File: src/rtl/round_controller.sv
// -----------------------------------------------------------------------------
// round_controller
//
// Sequences one round of baccarat. It deals two cards each to the player and
// the banker, decides on the player's third card, applies the banker's drawing
// table, and then shows the result until the next reset.
//
// State table
//   state    | meaning
//   ---------+-----------------------------------------------------------
//   IDLE     | one-cycle pause after reset, all outputs low
//   DEAL_P1  | load player card 1
//   DEAL_D1  | load dealer card 1
//   DEAL_P2  | load player card 2
//   DEAL_D2  | load dealer card 2
//   CHECK    | look for naturals and decide whether the player draws
//   DRAW_P3  | load player card 3
//   BANKER   | apply the banker table using the player's third card
//   DRAW_D3  | load dealer card 3
//   DONE     | round over, lights show the result; held until reset
//
// Ports
//   slow_clock        in   clock, rising edge active
//   resetb            in   synchronous reset, active high
//   pscore[3:0]       in   player hand score (0-9) from the datapath
//   dscore[3:0]       in   dealer hand score (0-9) from the datapath
//   pcard3[3:0]       in   player third-card rank (1-13, 0 = none)
//   load_pcard1..3    out  one-cycle load strobes for the player card registers
//   load_dcard1..3    out  one-cycle load strobes for the dealer card registers
//   player_win_light  out  player wins, or tie
//   dealer_win_light  out  dealer wins, or tie
// -----------------------------------------------------------------------------
module round_controller (
    input  logic       slow_clock,
    input  logic       resetb,
    input  logic [3:0] pscore,
    input  logic [3:0] dscore,
    input  logic [3:0] pcard3,
    output logic       load_pcard1,
    output logic       load_pcard2,
    output logic       load_pcard3,
    output logic       load_dcard1,
    output logic       load_dcard2,
    output logic       load_dcard3,
    output logic       player_win_light,
    output logic       dealer_win_light
);

    typedef enum logic [3:0] {
        IDLE    = 4'd0,
        DEAL_P1 = 4'd1,
        DEAL_D1 = 4'd2,
        DEAL_P2 = 4'd3,
        DEAL_D2 = 4'd4,
        CHECK   = 4'd5,
        DRAW_P3 = 4'd6,
        BANKER  = 4'd7,
        DRAW_D3 = 4'd8,
        DONE    = 4'd9
    } state_t;

    state_t     state;
    state_t     next_state;
    logic       in_done;
    logic       natural;
    logic       banker_draws;
    logic [3:0] p3_value;

    // Face cards and tens count as zero. Ranks beyond 13 are not dealt, so
    // they simply fall into the same bucket.
    assign p3_value = (pcard3 >= 4'd10) ? 4'd0 : pcard3;

    // Scores above 9 are not range-checked; they just never count as naturals.
    assign natural = (pscore == 4'd8) || (pscore == 4'd9) ||
                     (dscore == 4'd8) || (dscore == 4'd9);

    // Banker drawing table, indexed by the banker's two-card score and the
    // value of the player's third card.
    always_comb begin
        banker_draws = 1'b0;
        case (dscore)
            4'd0, 4'd1, 4'd2: banker_draws = 1'b1;
            4'd3:             banker_draws = (p3_value != 4'd8);
            4'd4:             banker_draws = (p3_value >= 4'd2) && (p3_value <= 4'd7);
            4'd5:             banker_draws = (p3_value >= 4'd4) && (p3_value <= 4'd7);
            4'd6:             banker_draws = (p3_value >= 4'd6) && (p3_value <= 4'd7);
            default:          banker_draws = 1'b0;
        endcase
    end

    always_comb begin
        next_state = state;
        case (state)
            IDLE:    next_state = DEAL_P1;
            DEAL_P1: next_state = DEAL_D1;
            DEAL_D1: next_state = DEAL_P2;
            DEAL_P2: next_state = DEAL_D2;
            DEAL_D2: next_state = CHECK;
            CHECK: begin
                if (natural) begin
                    next_state = DONE;
                end else if (pscore <= 4'd5) begin
                    next_state = DRAW_P3;
                end else if ((pscore <= 4'd7) && (dscore <= 4'd5)) begin
                    // Player stands; banker draws on 0-5 without a table lookup.
                    next_state = DRAW_D3;
                end else begin
                    next_state = DONE;
                end
            end
            DRAW_P3: next_state = BANKER;
            BANKER:  next_state = banker_draws ? DRAW_D3 : DONE;
            DRAW_D3: next_state = DONE;
            DONE:    next_state = DONE;
            default: next_state = IDLE;
        endcase
    end

    // Strobes are registered from the next-state decode so each one is high
    // for exactly the cycle its state is current, with no glitch paths.
    always_ff @(posedge slow_clock) begin
        if (resetb) begin
            state       <= IDLE;
            in_done     <= 1'b0;
            load_pcard1 <= 1'b0;
            load_pcard2 <= 1'b0;
            load_pcard3 <= 1'b0;
            load_dcard1 <= 1'b0;
            load_dcard2 <= 1'b0;
            load_dcard3 <= 1'b0;
        end else begin
            state       <= next_state;
            in_done     <= (next_state == DONE);
            load_pcard1 <= (next_state == DEAL_P1);
            load_pcard2 <= (next_state == DEAL_P2);
            load_pcard3 <= (next_state == DRAW_P3);
            load_dcard1 <= (next_state == DEAL_D1);
            load_dcard2 <= (next_state == DEAL_D2);
            load_dcard3 <= (next_state == DRAW_D3);
        end
    end

    // Lights track the live scores while in DONE, so a late datapath update
    // after the final load is still reflected. A tie lights both.
    assign player_win_light = in_done && (pscore >= dscore);
    assign dealer_win_light = in_done && (dscore >= pscore);

endmodule

File: config.mk
export PLATFORM = sky130hd
export DESIGN_NAME = round_controller
export DESIGN_NICKNAME = d
export VERILOG_FILES = /design/src/rtl/round_controller.sv
export SDC_FILE = /design/constraint.sdc
export NUM_CORES = 1
export LEC_CHECK = 0
export CAP_MARGIN = 30
export CORE_MARGIN = 5
export CORE_UTILIZATION = 46
export CTS_CLUSTER_SIZE = 16
export DETAILED_ROUTE_END_ITERATION = 7
export PLACE_DENSITY = 0.88
export SLEW_MARGIN = 20
export SYNTH_ARGS = -nofsm -noshare
export SYNTH_HDL_FRONTEND = slang
export SYNTH_SLANG_ARGS = --single-unit
File: constraint.sdc
create_clock -name slow_clock -period 3.63 [get_ports slow_clock]
set_clock_uncertainty 0.1 [all_clocks]
set_input_delay 0.726 -clock slow_clock [delete_from_list [all_inputs] [get_ports slow_clock]]
set_output_delay 0.726 -clock slow_clock [all_outputs]
set_load 0.01 [all_outputs]
### Yosys cells after proc, flatten, opt, wreduce, memory -nomap -nowiden

Index checks and enable logic that the tools add are counted.

* bits in registers: 11
* bits of input ports: 14
* output and inout bits: 8
* word-level logic and storage cells: 65

* $lt $le $gt $ge: 10
* equal/unequal tests: 27
* muxes and demuxes: 7
* reductions and logical operators: 13

Operators with widths (count)
* 4-bit by 3-bit equality test with 1-bit output (second input constant): 9
* 4-bit case mux with 9 select lines: 1
* 4-bit equality test (second input constant): 8
* 4-bit by 2-bit equality test with 1-bit output (second input constant): 6
* 4-bit by 3-bit less-or-equal comparator with 1-bit output (second input constant): 4
* 4-bit by 1-bit equality test with 1-bit output (second input constant): 3
* 4-bit 2-to-1 mux: 3
* 4-bit by 3-bit >= comparator with 1-bit output (second input constant): 2
* 4-bit >= comparator: 2
* 4-bit zero test: 2
* 1-bit logical AND: 6
* 1-bit case mux with 5 select lines: 1
* 4-bit by 2-bit >= comparator with 1-bit output (second input constant): 1
* 4-bit >= comparator (second input constant): 1
* 4-bit != test (second input constant): 1
* 1-bit logical OR: 3
* 3-bit OR reduction: 1
* 1-bit 2-to-1 mux: 2
* 2-bit OR reduction: 1

### Longest topological paths before layout

Gate-level depths: netlist (run 1).

* depth in word-level cells: 8
* gate-level depth with buffers: 7
* depth with buffers taken out: 7

### Worst setup path before layout (run 1)

No wires, ideal clock.

* path kind: input to output
* from: input pscore[1]
* to: output player_win_light
* arrival: 1.695 ns
* required time: 2.804 ns
* slack: 1.109 ns
* cell stages on the path: 7
* path buffers: 0
* cell sequence: inv_1 ha_1 nor2b_1 o21ai_0 nand2b_1 a21oi_1 o21a_1

* word-level cells in the longest chain between the ends: 2

Ends and longest elaborated chain
* from (decl): line 36 `input logic [3:0] pscore,`
* 4-bit >= comparator: line 145 `assign player_win_light = in_done && (pscore >= dscore);`
* 1-bit logical AND: line 145
* to (decl): line 45 `output logic player_win_light,`

No other way between the ends.

### Final worst setup path (run 1)

Ends and elaborated chain as after synthesis.

==> run summary, run 1 <==
Netlist Area Pre-Place - 646 sq um
CP Data Required Time - 2.80 ns
post-synthesis simple-gate area fraction - 26.2%
minimum clock period - 3.26 ns
area post-placement - 885 sq um
antenna violations before repair - 0
placer congestion estimate - 0.865
status - finished, final reports clean
Nets - 120
max-slew violations - 0
Reg clk slew, reported paths - 0.07 ns
vias in the first global route - 566
Max Cap Viol - 0
commonest non-fill, non-tap cells in the layout - clkdlybuf4s50_1 (19), nor2_1 (11), dfxtp_1 (11), inv_1 (8), a21oi_1 (6)
total CTS buffers - 3
first-pass iteration count of the detailed router - 4
CTS tree - done
commonest non-fill, non-tap cell in the layout - clkdlybuf4s50_1
WL per Instance - 13.1 um
CP startpoint kind - primary input
post-route ant nets - 0
CTS HTree Levels - 1
clock root buffer - clkbuf_4
Fmax achieved - 307 MHz
Post-Route WL - 1520 um
Slew @ Worst Pin - 0.301 ns
YS warnings - 0
die width - 47.5 um
Top Ports - 22
ys flop type - dfxtp_1
Design Area, Final - 920 sq um
Vias/cell - 5.35
Synth Area in XOR/XNOR - 1.36%
initial drt markers - 14
post-synth cell types - 35
ys async rst share - 0%
Starting Density - 49.0%
PortBufs - 21
largest family of logic cells by synthesized area - simple AND/OR/NAND/NOR gates
Yosys reg bits - 11
P&R area growth vs syn - 42.4%
Hold Path Class - reg -> reg
Total GRT Usage - 15.4%
residual DRC count - 0
hold_buf cts - 0
first-pass GRT wire length - 2400 um
GRT overflow - 0
largest net degree at the start of global routing - 9
share of layout cells above drive strength 1 - 12.9%
Synth Area in Adders - 7.75%
pwr/cell area - 332 nW/um^2
Post-Syn Instances - 75
Post-Syn Nets - 93
Power Total - 0.305 mW
die height - 47.5 um
Post-synth EDFFs - 0
Util after Layout - 69.8%
Leak - 0.422 nW
CP max FO - 3
Max-slew headroom - 79.9%
kind of critical path - in -> out
Syn Area/Cell - 8.61 sq um
post-synthesis sequential area ratio - 34.1%
TNS Setup - 0 ns
final hold violations - 0
clk_lat worst skew - 0.26 ns
RSZ-0062 raised after global routing - no
Worst Setup End Kind - output port
mux contribution to synthesized area - 1.55%
Final setup viols - 0
area of the core - 1320 sq um
row count - 13
Antenna diodes - 0
hpwl dp - 1200 um
die area - 2250 sq um
Worst VDD drop - 0.000333 V
final clock period utilization by the worst path - 89.7%
clock sink count - 11
critical path arrival - 2.43 ns
Synth Area in Compound Gates - 23.6%
Vias - 621
Max clock buf depth - 2
-- power breakdown --
group,switching (mW),internal (mW)
sequential,0.00894,0.129
combinational,0.0417,0.0463
clock,0.0364,0.0424
-- final timing paths --
path | start | slack (ns) | cells past startpoint | endpoint
worst max-delay path | pscore[1] | 0.37 | 9 | player_win_light
worst min-delay path | state[2]$_SDFF_PP0_ | 0.50 | 1 | state[2]$_SDFF_PP0_
worst max register to register | state[2]$_SDFF_PP0_ | 2.16 | 5 | load_dcard2$_SDFF_PP0_
worst min register to register | state[2]$_SDFF_PP0_ | 0.50 | 1 | state[2]$_SDFF_PP0_
-- routing by layer --
layer	share of wire [%]	GRT usage (%)	wire length, um
met1	41	17.5	616
met2	51	27.3	776
met3	7.5	6.02	113
met4	0.53	3.31	8
met5	0	0	0
-- sequential cells by signal, summed over array words and instances (netlist names) --
signal	cells
load_pcard1	1
state	4
in_done	1
load_pcard3	1
load_dcard1	1
load_dcard2	1
load_dcard3	1
load_pcard2	1
-- synthesized netlist by cell type (2+ instances only) --
cell | n | area [sq um]
inv_1 | 8 | 30.0
a21o_1 | 2 | 15.0
nand2_1 | 2 | 7.51
nand2b_1 | 2 | 12.5
ha_1 | 4 | 50.1
nor2_1 | 11 | 41.3
nor3b_2 | 2 | 25.0
dfxtp_1 | 11 | 220
a21oi_1 | 7 | 35.0
-- repair_timing --
action	in CTS	in global routing
resized for setup	0	3
endpoints found under the setup margin	0	2
buffers inserted	0	0
-- critical path, cell delays in order --
cell and delay (ns):
clkdlybuf4s50_1 0.50, inv_1 0.05, ha_1 0.31, nor2b_1 0.13
o21ai_0 0.16, nand2b_1 0.11, a21oi_2 0.16, o21a_1 0.13
dlymetal6s2s_1 0.15
-- cell type report --
class                           count  area [sq um]
Multi-Input combinational cell     55           394
Tap cell                           15          18.8
Inverter                            8          30.0
Sequential cell                    11           220
Clock buffer                        4          26.3
Fill cell                         104           398
Timing Repair Buffer               23           230
-- cells by family after synthesis --
group	Yosys count
buffers and inverters	9
muxes	1
AOI/OAI and AO/OA	21
xor gates and xnor gates	1
and+or+nand+nor	28
DFF	11
adders and majority gates	4
-- metrics by stage --
step | std cells | hold slack (ns) | setup slack (ns)
finish | 116 | 0.501 | 0.373
global placement | 112 | 0.479 | 0.0828
CTS | 116 | 0.504 | 0.00549
floorplan | 75 | 0.443 | 1.11
global route | 116 | 0.529 | 0.249
detailed placement | 112 | 0.487 | 0.00891
Power figures use the tool's default switching activity.
==> run 2, diff against run 1 <==
- SETUP_SLACK_MARGIN: default -> 0.02
==> run summary, run 2 (synthesis results as in run 1) <==
clock root buffer - clkbuf_4 (unchanged)
worst setup margin - 0.374 ns (was 0.373 ns)
CTS HTree Levels - 1 (unchanged)
kind of critical path - in -> out (unchanged)
largest net degree at the start of global routing - 9 (unchanged)
worst path bufs/invs - 3 (unchanged)
Largest Register - state (unchanged)
critical-path cell list - clkdlybuf4s50_1 > inv_1 > ha_1 > nor2b_1 > o21ai_0 > nand2b_1 > a21oi_2 > o21a_1 > dlymetal6s2s_1 (unchanged)
residual DRC count - 0 (unchanged)
die height - 47.5 um (unchanged)
commonest non-fill, non-tap cells in the layout - clkdlybuf4s50_1 (19), nor2_1 (11), dfxtp_1 (11), inv_1 (8), a21oi_1 (6) (unchanged)
initial drt markers - 14 (unchanged)
clock sink count - 11 (unchanged)
pwr/cell area - 331 nW/um^2 (was 332 nW/um^2)
area of the core - 1320 sq um (unchanged)
filler cell count - 104 (unchanged)
Setup WS pre-CTS - 0.00891 ns (unchanged)
Max-slew headroom - 79.8% (was 79.9%)
share of layout cells above drive strength 1 - 12.9% (unchanged)
Final setup viols - 0 (unchanged)
Placed Instances - 112 (unchanged)
area post-placement - 885 sq um (unchanged)
Slew @ Worst Pin - 0.302 ns (was 0.301 ns)
sequential share of power - 45.3% (about the same)
CP max FO - 3 (unchanged)
Total GRT Usage - 15.8% (was 15.4%)
Vias/cell - 5.34 (was 5.35)
first-pass iteration count of the detailed router - 4 (unchanged)
hpwl dp - 1200 um (unchanged)
max FFs per register - 4 (unchanged)
CP startpoint kind - primary input (unchanged)
Worst Setup End Kind - output port (unchanged)
Max Cap Viol - 0 (unchanged)
PortBufs - 21 (unchanged)
status - finished, final reports clean (unchanged)
crit-path leading delay family - buffers and inverters (unchanged)
Post-Route WL - 1510 um (was 1520 um)
max-slew violations - 0 (unchanged)
commonest non-fill, non-tap cell in the layout - clkdlybuf4s50_1 (unchanged)
critical path arrival - 2.43 ns (about the same)
crit-path max cell delay - 0.50 ns (about the same)
GRT overflow - 0 (unchanged)
Clk pwr share - 25.8% (was 25.9%)
Top Ports - 22 (unchanged)
Starting Density - 49.0% (unchanged)
fin cells - 116 (unchanged)
clk_lat worst skew - 0.26 ns (about the same)
die area - 2250 sq um (unchanged)
placer congestion estimate - 0.865 (unchanged)
first-pass GRT wire length - 2450 um (was 2400 um)
Power Internal - 0.218 mW (about the same)
P&R area growth vs syn - 42.4% (unchanged)
CTS tree - done (unchanged)
CP max-delay cell - clkdlybuf4s50_1 (unchanged)
CP Data Required Time - 2.80 ns (about the same)
TNS Setup - 0 ns (unchanged)
die width - 47.5 um (unchanged)
Design Area, Final - 920 sq um (unchanged)
Power Total - 0.305 mW (about the same)
RSZ-0062 raised after global routing - no (unchanged)
Max clock buf depth - 2 (unchanged)
Reg clk slew, reported paths - 0.07 ns (about the same)
final hold violations - 0 (unchanged)
Reg area - 220 sq um (unchanged)
WL per Instance - 13.0 um (was 13.1 um)
area of the multi-input gates - 394 sq um (unchanged)
Nets - 120 (unchanged)
vias in the first global route - 571 (was 566)
row count - 13 (unchanged)
Leak - 0.422 nW (unchanged)
Worst VDD drop - 0.000332 V (was 0.000333 V)
minimum clock period - 3.26 ns (about the same)
Antenna diodes - 0 (unchanged)
post-route ant nets - 0 (unchanged)
switching pwr - 0.0869 mW (was 0.0870 mW)
Vias - 620 (was 621)
Comb power frac - 28.8% (was 28.9%)
Fmax achieved - 307 MHz (about the same)
Sw Share - 28.5% (about the same)
Hold Path Class - reg -> reg (unchanged)
final clock period utilization by the worst path - 89.7% (about the same)
total CTS buffers - 3 (unchanged)
antenna violations before repair - 0 (unchanged)
[run 2: cell counts in the layout (fill, tap and decap cells not counted)]
Identical to the previous run, type by type.
[run 2: what timing repair did]
action	CTS	global route
cloned	0	0
pin swaps	0	0
setup buffers	0	0
hold buffers	0	0
setup endpoints to repair	1	2
gates resized for setup	1	2
[run 2: power by group through the flow]
stage | Sequential [mW] | Clock [mW] | Combinational [mW]
4_1_cts | 0.138 | 0.0818 | 0.0878
2_1_floorplan | 0.139 | 0 | 0.0489
3_3_place_gp | 0.140 | 0 | 0.0831
3_5_place_dp | 0.141 | 0 | 0.0861
5_1_grt | 0.140 | 0.0897 | 0.0969
6_report | 0.138 | 0.0787 | 0.0879
[run 2: area by class of cell]
class / instances / share of cell area, %
tap: 15 / 2.04
timing repair buffer: 23 / 25.0
sequential: 11 / 23.9
inverter: 8 / 3.27
clock buffer: 4 / 2.86
multi-input combinational: 55 / 42.9
[run 2: layer usage]
metal | vias to the layer above | wire (um) | global-route usage [%]
li1 | 320 | - | -
met1 | 282 | 625 | 17.7
met2 | 16 | 763 | 28.3
met3 | 2 | 115 | 6.02
met4 | 0 | 8 | 3.31
met5 | - | 0 | 0
[run 2: path summary, 6_finish.rpt]
kind / slack, ns / endpoint / startpoint / depth (start not counted)
worst max-delay path: 0.37 / player_win_light / pscore[1] / 9
worst min-delay path: 0.50 / state[2]$_SDFF_PP0_ / state[0]$_SDFF_PP0_ / 1
worst max register to register: 2.15 / load_dcard2$_SDFF_PP0_ / state[2]$_SDFF_PP0_ / 5
worst min register to register: 0.50 / state[2]$_SDFF_PP0_ / state[0]$_SDFF_PP0_ / 1
[run 2: stage by stage]
| step | utilization [%] | hold slack [ns] |
|---|---|---|
| 5_1_grt | 69.8 | 0.529 |
| 3_3_place_gp | 67.1 | 0.479 |
| 4_1_cts | 69.4 | 0.504 |
| 3_5_place_dp | 67.1 | 0.487 |
| 2_1_floorplan | - | 0.443 |
| 6_report | 69.8 | 0.503 |
==> run 3, diff against run 2 <==
- CORE_ASPECT_RATIO: default -> 0.75
- CORE_UTILIZATION: 46 -> 30
- PLACE_DENSITY: 0.88 -> 0.64
- clock period: 3.63 -> 3.2 ns (I/O delays scaled with it)
==> run summary, run 3 (synthesis results as in run 1) <==
total CTS buffers - 3 (unchanged)
antenna violations before repair - 0 (unchanged)
Max-slew headroom - 79.9% (was 79.8%)
status - finished, final reports clean (unchanged)
Post-Route WL - 1510 um (about the same)
Util after Layout - 47.0% (was 69.8%)
clock root buffer - clkbuf_4 (unchanged)
commonest non-fill, non-tap cell in the layout - clkdlybuf4s50_1 (unchanged)
Setup WS pre-CTS - -0.213 ns (was 0.00891 ns)
Max clock buf depth - 2 (unchanged)
Total GRT Usage - 9.93% (was 15.8%)
critical path arrival - 2.31 ns (was 2.43 ns)
pwr/cell area - 370 nW/um^2 (was 331 nW/um^2)
max-slew violations - 0 (unchanged)
CTS HTree Levels - 1 (unchanged)
GRT overflow - 0 (unchanged)
CP Data Required Time - 2.46 ns (was 2.80 ns)
fin cells - 129 (was 116)
initial drt markers - 6 (was 14)
Starting Density - 31.8% (was 49.0%)
Worst Setup End Kind - output port (unchanged)
post-route ant nets - 0 (unchanged)
largest net degree at the start of global routing - 9 (unchanged)
Antenna diodes - 0 (unchanged)
area post-placement - 926 sq um (was 885 sq um)
Slew @ Worst Pin - 0.302 ns (about the same)
CP startpoint kind - primary input (unchanged)
commonest non-fill, non-tap cells in the layout - clkdlybuf4s50_1 (19), nor2_1 (11), dfxtp_1 (11), inv_1 (8) (was clkdlybuf4s50_1 (19), nor2_1 (11), dfxtp_1 (11), inv_1 (8), a21oi_1 (6))
Fmax achieved - 328 MHz
area of the core - 2030 sq um (was 1320 sq um)
critical-path cell list - clkdlybuf4s50_1 > inv_1 > ha_1 > nor2b_1 > o21ai_1 > nand2b_1 > a21oi_2 > o21a_1 > clkdlybuf4s15_1 (was clkdlybuf4s50_1 > inv_1 > ha_1 > nor2b_1 > o21ai_0 > nand2b_1 > a21oi_2 > o21a_1 > dlymetal6s2s_1)
CP max FO - 2 (was 3)
RSZ-0062 raised after global routing - yes (was no)
vias in the first global route - 609 (was 571)
WL per Instance - 11.7 um (was 13.0 um)
Worst VDD drop - 0.000276 V (was 0.000332 V)
final hold violations - 0 (unchanged)
row count - 14 (was 13)
Largest Register - state (unchanged)
kind of critical path - in -> out (unchanged)
first-pass GRT wire length - 2570 um (was 2450 um)
crit-path max cell delay - 0.48 ns (was 0.50 ns)
die width - 63.6 um (was 47.5 um)
max FFs per register - 4 (unchanged)
die height - 50.2 um (was 47.5 um)
hpwl dp - 1270 um (was 1200 um)
PortBufs - 21 (unchanged)
Nets - 124 (was 120)
Vias - 635 (was 620)
Placed Instances - 125 (was 112)
CTS tree - done (unchanged)
Final setup viols - 0 (unchanged)
Vias/cell - 4.92 (was 5.34)
Design Area, Final - 956 sq um (was 920 sq um)
die area - 3190 sq um (was 2250 sq um)
filler cell count - 198 (was 104)
Top Ports - 22 (unchanged)
P&R area growth vs syn - 48.1% (was 42.4%)
minimum clock period - 3.05 ns
Leak - 0.406 nW (was 0.422 nW)
Reg clk slew, reported paths - 0.07 ns (about the same)
Hold Path Class - reg -> reg (unchanged)
clock sink count - 11 (unchanged)
hold_buf cts - 0 (unchanged)
placer congestion estimate - 0.805 (was 0.865)
residual DRC count - 0 (unchanged)
share of layout cells above drive strength 1 - 16.2% (was 12.9%)
Post CTS Setup Buffer Count - 0 (unchanged)
clk_lat worst skew - 0.27 ns (was 0.26 ns)
first-pass iteration count of the detailed router - 2 (was 4)
worst setup margin - 0.149 ns (was 0.374 ns)
CP max-delay cell - clkdlybuf4s50_1 (unchanged)
Power Total - 0.354 mW (was 0.305 mW)
Max Cap Viol - 0 (unchanged)
final clock period utilization by the worst path - 95.3%
[run 3: what timing repair did]
item                                   in CTS  in global routing
setup endpoints to repair                   2                  2
endpoints found under the hold margin       0                  0
resized for setup                           3                  3
pin swaps                                   0                  1
[run 3: where the power goes]
| part | internal, mW | switching [mW] | total, mW |
|---|---|---|---|
| clock | 0.0482 | 0.0443 | 0.0925 |
| combinational | 0.0568 | 0.0479 | 0.105 |
| sequential | 0.146 | 0.0103 | 0.157 |
[run 3: per-stage QoR]
stage | TNS [ns] | hold slack, ns
after global placement | -0.224 | 0.485
after detailed placement | -0.360 | 0.485
final | 0 | 0.512
after floorplan | 0 | 0.443
after global routing | 0 | 0.544
after CTS | 0 | 0.505
[run 3: worst max-delay path, delay by kind of cell]
| family | cells | cell delay, ns |
|---|---|---|
| adders and majority gates | 1 | 0.30 |
| and+or+nand+nor | 2 | 0.22 |
| buffers and inverters | 3 | 0.76 |
| AOI/OAI and AO/OA | 3 | 0.40 |
[run 3: layout make-up]
cell class	count	area [sq um]	area share, %
Multi-Input combinational cell	55	394	41.2
Timing Repair Buffer	27	255	26.7
Sequential cell	11	220	23.0
Inverter	8	30.0	3.14
Tap cell	24	30.0	3.14
Clock buffer	4	26.3	2.75
[run 3: path summary, 6_finish.rpt]
kind / start / endpoint / slack, ns / cells past startpoint
hold / removal: state[0]$_SDFF_PP0_ / state[2]$_SDFF_PP0_ / 0.51 / 1
setup reg to reg: state[2]$_SDFF_PP0_ / load_dcard2$_SDFF_PP0_ / 1.70 / 5
hold reg to reg: state[0]$_SDFF_PP0_ / state[2]$_SDFF_PP0_ / 0.51 / 1
setup / recovery: pscore[1] / player_win_light / 0.15 / 9
[run 3: routing by layer]
layer  vias to the layer above  GRT usage (%)  share of wire (%)
met2                         7           17.7                 50
met1                       300           11.6                 46
met4                         0           1.04               0.66
met3                         2           4.02                3.4
met5                         -              0                  0
li1                        326              -                  -
